===== config.mk =====
export PLATFORM = sky130hd
export DESIGN_NAME = serial_word_receiver
export DESIGN_NICKNAME = d
export VERILOG_FILES = /design/src/rtl/swr_pkg.sv /design/src/rtl/swr_hold_reg.sv /design/src/rtl/serial_word_receiver.sv
export SDC_FILE = /design/constraint.sdc
export NUM_CORES = 1
export LEC_CHECK = 0
export ABC_CLOCK_PERIOD_IN_PS = 3800
export BUFFER_PORTS_ARGS = -buffer_cell sky130_fd_sc_hd__buf_4
export CORE_AREA = 2 2 39 41
export DETAILED_ROUTE_END_ITERATION = 8
export DIE_AREA = 0 0 41 43
export PLACE_DENSITY = 0.68
export REMOVE_ABC_BUFFERS = 1
export SETUP_SLACK_MARGIN = 0.1
export SLEW_MARGIN = 20
export SYNTH_ARGS = -nofsm -noshare
export SYNTH_HDL_FRONTEND = slang
export SYNTH_SLANG_ARGS = --single-unit

===== constraint.sdc =====
create_clock -name CLK -period 3.8 [get_ports CLK]
set_input_delay 0.57 -clock CLK [delete_from_list [all_inputs] [get_ports CLK]]
set_output_delay 0.57 -clock CLK [all_outputs]
set_load 0.05 [all_outputs]

===== src/rtl/swr_pkg.sv =====
// ---------------------------------------------------------------------------
// swr_pkg : shared types and constants for serial_word_receiver  (rev 1.0)
// ---------------------------------------------------------------------------
`default_nettype none

package swr_pkg;

  typedef enum logic [1:0] {
    IDLE   = 2'd0,
    SHIFT  = 2'd1,
    PARITY = 2'd2
  } state_t;

  localparam int DEFAULT_WIDTH = 4;

  // Wide enough to hold a count of WIDTH received data bits.
  function automatic int cnt_width(input int width);
    return $clog2(width + 1);
  endfunction

endpackage

`default_nettype wire


===== src/rtl/swr_hold_reg.sv =====
// ---------------------------------------------------------------------------
// swr_hold_reg : one-entry output register with valid/ready and overrun
// (rev 1.0)
// ---------------------------------------------------------------------------
`default_nettype none

module swr_hold_reg
  import swr_pkg::*;
#(
  parameter int WIDTH = DEFAULT_WIDTH
) (
  input  logic             clk,
  input  logic             rst_n,
  input  logic             commit,
  input  logic [WIDTH-1:0] word,
  input  logic             word_perr,
  input  logic             out_ready,
  input  logic             ovr_clr,
  output logic [WIDTH-1:0] out_data,
  output logic             out_valid,
  output logic             par_err,
  output logic             overrun
);

  logic drop;

  assign drop = commit && out_valid && !out_ready;

  always_ff @(posedge clk or negedge rst_n) begin
    if (!rst_n) begin
      out_data  <= '0;
      out_valid <= 1'b0;
      par_err   <= 1'b0;
      overrun   <= 1'b0;
    end else begin
      // A consumer draining the slot on the commit edge frees it for the new word.
      if (commit && (!out_valid || out_ready)) begin
        out_data  <= word;
        par_err   <= word_perr;
        out_valid <= 1'b1;
      end else if (out_valid && out_ready) begin
        out_valid <= 1'b0;
      end

      if (drop) begin
        overrun <= 1'b1;
      end else if (ovr_clr) begin
        overrun <= 1'b0;
      end
    end
  end

endmodule

`default_nettype wire


===== src/rtl/serial_word_receiver.sv =====
// ---------------------------------------------------------------------------
// serial_word_receiver : LSB-first serial-to-parallel receiver with hold
// register; optional trailing even parity via SWR_PARITY_EN  (rev 1.0)
// ---------------------------------------------------------------------------
`default_nettype none

module serial_word_receiver
  import swr_pkg::*;
#(
  parameter int WIDTH = DEFAULT_WIDTH
) (
  input  logic             CLK,
  input  logic             RES,
  input  logic             sin,
  input  logic             sin_en,
  input  logic             sync,
  output logic [WIDTH-1:0] out_data,
  output logic             out_valid,
  input  logic             out_ready,
  output logic             overrun,
  input  logic             ovr_clr,
  output logic             par_err
);

  localparam int CW = cnt_width(WIDTH);
`ifdef SWR_PARITY_EN
  localparam int SR_W = WIDTH;
`else
  // The last data bit goes straight from sin into the committed word.
  localparam int SR_W = WIDTH - 1;
`endif

  state_t          state, state_nxt;
  logic [CW-1:0]   cnt, cnt_nxt;
  logic [SR_W-1:0] shreg, shreg_nxt, shreg_shifted;
  logic            commit;
  logic [WIDTH-1:0] word;
  logic            word_perr;

  assign shreg_shifted = SR_W'({sin, shreg} >> 1);

  always_ff @(posedge CLK or negedge RES) begin
    if (!RES) begin
      state <= IDLE;
      cnt   <= '0;
      shreg <= '0;
    end else begin
      state <= state_nxt;
      cnt   <= cnt_nxt;
      shreg <= shreg_nxt;
    end
  end

  always_comb begin
    state_nxt = state;
    cnt_nxt   = cnt;
    shreg_nxt = shreg;
    commit    = 1'b0;
`ifdef SWR_PARITY_EN
    word      = shreg;
    word_perr = ^{sin, shreg};
`else
    word      = {sin, shreg};
    word_perr = 1'b0;
`endif

    if (sync) begin
      state_nxt = IDLE;
      cnt_nxt   = '0;
      shreg_nxt = '0;
    end else if (sin_en) begin
      case (state)
        IDLE, SHIFT: begin
          state_nxt = SHIFT;
          cnt_nxt   = cnt + CW'(1);
          shreg_nxt = shreg_shifted;
          if (cnt == CW'(WIDTH - 1)) begin
`ifdef SWR_PARITY_EN
            state_nxt = PARITY;
`else
            commit    = 1'b1;
            state_nxt = IDLE;
            cnt_nxt   = '0;
            shreg_nxt = '0;
`endif
          end
        end
        PARITY: begin
          commit    = 1'b1;
          state_nxt = IDLE;
          cnt_nxt   = '0;
          shreg_nxt = '0;
        end
        default: begin
          state_nxt = IDLE;
          cnt_nxt   = '0;
          shreg_nxt = '0;
        end
      endcase
    end
  end

  swr_hold_reg #(
    .WIDTH(WIDTH)
  ) u_hold (
    .clk      (CLK),
    .rst_n    (RES),
    .commit   (commit),
    .word     (word),
    .word_perr(word_perr),
    .out_ready(out_ready),
    .ovr_clr  (ovr_clr),
    .out_data (out_data),
    .out_valid(out_valid),
    .par_err  (par_err),
    .overrun  (overrun)
  );

endmodule

`default_nettype wire


==> impl_metrics.tcl <==
set metrics [dict create \
    grtUsageTotal 0.120 \
    ys_types 16 \
    antenna_found_initial 0 \
    ff2ff_path_depth 4 \
    pwr-share-comb 0.141 \
    period_needed_ns 1.59 \
    crit_type "reg -> reg" \
    avgRoutedWirePerCell_um 11.2 \
    setup_tns_ns 0 \
    cts_sinks 12 \
    clkPwrFrac 0.302 \
    drv_slew 0 \
    diodes 0 \
    fp.dieArea_um2 1760 \
    rsz0062_at_grt "no" \
    initial_core_util 0.384 \
    yosysSeqAreaShare 0.565 \
    cts_buffers 3 \
    port_buffers 12 \
    cellLeakagePower_nw 0.334 \
    ir_worst_vdd_uv 137 \
    power_density_nw_per_um2 373 \
    endpoint_kind "flop" \
    start_kind "flop" \
    synth.cell_area_um2 532 \
    finalWirelength_um 818 \
    grt_pass1_wl_um 1310 \
    vias_per_cell 4.89 \
    hold_path.class "in -> async" \
    die_w_um 41 \
    drive_gt1_frac 0.368 \
    postPlaceCellArea_um2 631 \
    worst-path-max-fanout 4 \
    ctsResizeCount 0 \
    drc_errors 0 \
    max_freq_mhz 630 \
    hold_viol 0 \
    row_count 14 \
    first_pass_iters 5 \
    grt_overflow 0 \
    ant_nets 0 \
    cts_setup_buffers 0 \
    die-height_um 43 \
    whs_ns 0.130 \
    cts-root-buf "clkbuf_4" \
    setup_violations 0 \
    syn_avg_cell_area_um2 12.1 \
    post-route-period-util 0.417 \
    fillers 130 \
    design.core.area_um2 1380 \
    ys_ff_latch 12 \
    critPathArrivalTime_ns 1.73 \
    p_sw_mw 0.0601 \
    syn2layout_area_growth_pct 22.8 \
    switching_share 0.247 \
    ctsLongestPathBuffers 2 \
    crit_required_ns 3.95 \
    nNetsFinal 67 \
    finalInstanceArea_um2 653 \
    grt_pass1_vias 315 \
    io-pin-count 14 \
    grt_max_degree 13 \
    drv_cap 0 \
    gp_congestion 0.690 \
    post-dp-hpwl_um 627 \
    ys.warnings.count 0 \
    cts_tree "done" \
    seqPwrFrac 0.558 \
    intPower_mw 0.183 \
    rrSetupSlack_ns 2.21 \
    postCtsHoldBufs 0 \
    clock_latency_ns 0.26 \
    clk_pin_slew_ns 0.07 \
    syn_inst 44 \
    status "finished clean" \
    cts_max_level 1 \
    drt-initial-drc-count 9 \
    finClkSkew_ns 0.00143 \
    vias 357 \
]
[sequential cells by signal, summed over array words and instances (netlist names)]
| signal | count |
|---|---|
| cnt | 3 |
| u_hold.out_valid | 1 |
| u_hold.overrun | 1 |
| u_hold.out_data | 4 |
| shreg | 3 |
[logic make-up (layout without fill, tap and decap cells)]
logic type | after synthesis | count (layout) | synth area share
AO/OA/AOI/OAI | 6 | 6 | 0.0588
adder cells (fa/ha/maj) | 1 | 1 | 0.0235
buffers and inverters | 3 | 16 | 0.0282
flip-flops | 12 | 12 | 0.565
multiplexers | 4 | 4 | 0.113
other | 1 | 1 | 0.00705
AND/OR/NAND/NOR | 17 | 17 | 0.205
[worst paths after layout]
path	to	startpoint
min in group CLK	u_hold.overrun	ovr_clr
hold reg to reg	u_hold.out_data[3]	u_hold.out_data[3]
setup reg to reg	u_hold.out_data[1]	cnt[0]
max in group asynchronous	shreg[0]	RES
setup / recovery	u_hold.out_data[1]	cnt[0]
hold / removal	u_hold.out_data[2]	RES
[per-layer routing]
metal	GRT usage	wire length, um
met1	0.127	373
met2	0.156	382
met3	0.0471	42
met4	0.140	19
met5	0	0
[power groups by stage]
| stage | registers [mW] | clock network (mW) | logic (mW) |
|---|---|---|---|
| 2_1_floorplan | 0.146 | 0 | 0.0116 |
| 3_3_place_gp | 0.138 | 0 | 0.0344 |
| 3_5_place_dp | 0.138 | 0 | 0.0347 |
| 4_1_cts | 0.136 | 0.0767 | 0.0348 |
| 5_1_grt | 0.136 | 0.0855 | 0.0369 |
| 6_report | 0.136 | 0.0734 | 0.0343 |
[Yosys cell counts]
cell | instances | area [um^2]
dfrtp_1 | 12 | 300
nand2b_1 | 7 | 43.8
a21oi_1 | 5 | 25.0
mux2_4 | 4 | 60.1
nand3_1 | 4 | 20.0
nand2_1 | 2 | 7.51
and3b_2 | 1 | 10.0
buf_4 | 1 | 7.51
clkbuf_1 | 1 | 3.75
conb_1 | 1 | 3.75
ha_1 | 1 | 12.5
inv_1 | 1 | 3.75
nand3b_1 | 1 | 7.51
o22ai_1 | 1 | 6.26
or3_1 | 1 | 6.26
or4b_4 | 1 | 13.8
[placed cells by master (no fill, tap or decap)]
| cell type | count |
|---|---|
| inv_1 | 1 |
| nand2b_1 | 7 |
| or3_1 | 1 |
| ha_1 | 1 |
| and3b_2 | 1 |
| conb_1 | 1 |
| nand3_1 | 4 |
| dfrtp_1 | 12 |
| buf_4 | 12 |
| o22ai_1 | 1 |
| a21oi_1 | 5 |
| clkbuf_4 | 3 |
| mux2_4 | 4 |
| nand3b_1 | 1 |
| or4b_4 | 1 |
| nand2_1 | 2 |
[critical path, stage by stage (launching register included)]
cell	delay (ns)
dfrtp_1	0.37
ha_1	0.17
nand2_1	0.08
or4b_4	0.54
mux2_4	0.31
[final cells by class]
| cell class | count | area (um^2) | share of cell area |
|---|---|---|---|
| Inverter | 1 | 3.75 | 0.00575 |
| Multi-Input combinational cell | 29 | 216 | 0.331 |
| Sequential cell | 12 | 300 | 0.460 |
| Timing Repair Buffer | 12 | 90.1 | 0.138 |
| Tap cell | 16 | 20.0 | 0.0307 |
| Clock buffer | 3 | 22.5 | 0.0345 |
[metrics by stage]
stage               power [mW]  worst slack [ns]  std cells  utilization
detailed placement       0.173              2.03         70        0.456
CTS                      0.247              2.20         73        0.472
global route             0.259              2.14         73        0.472
finish                   0.243              2.21         73        0.472
floorplan                0.158              2.13         42            -
global placement         0.173              2.06         70        0.456
(Power assumes the default switching activity.)
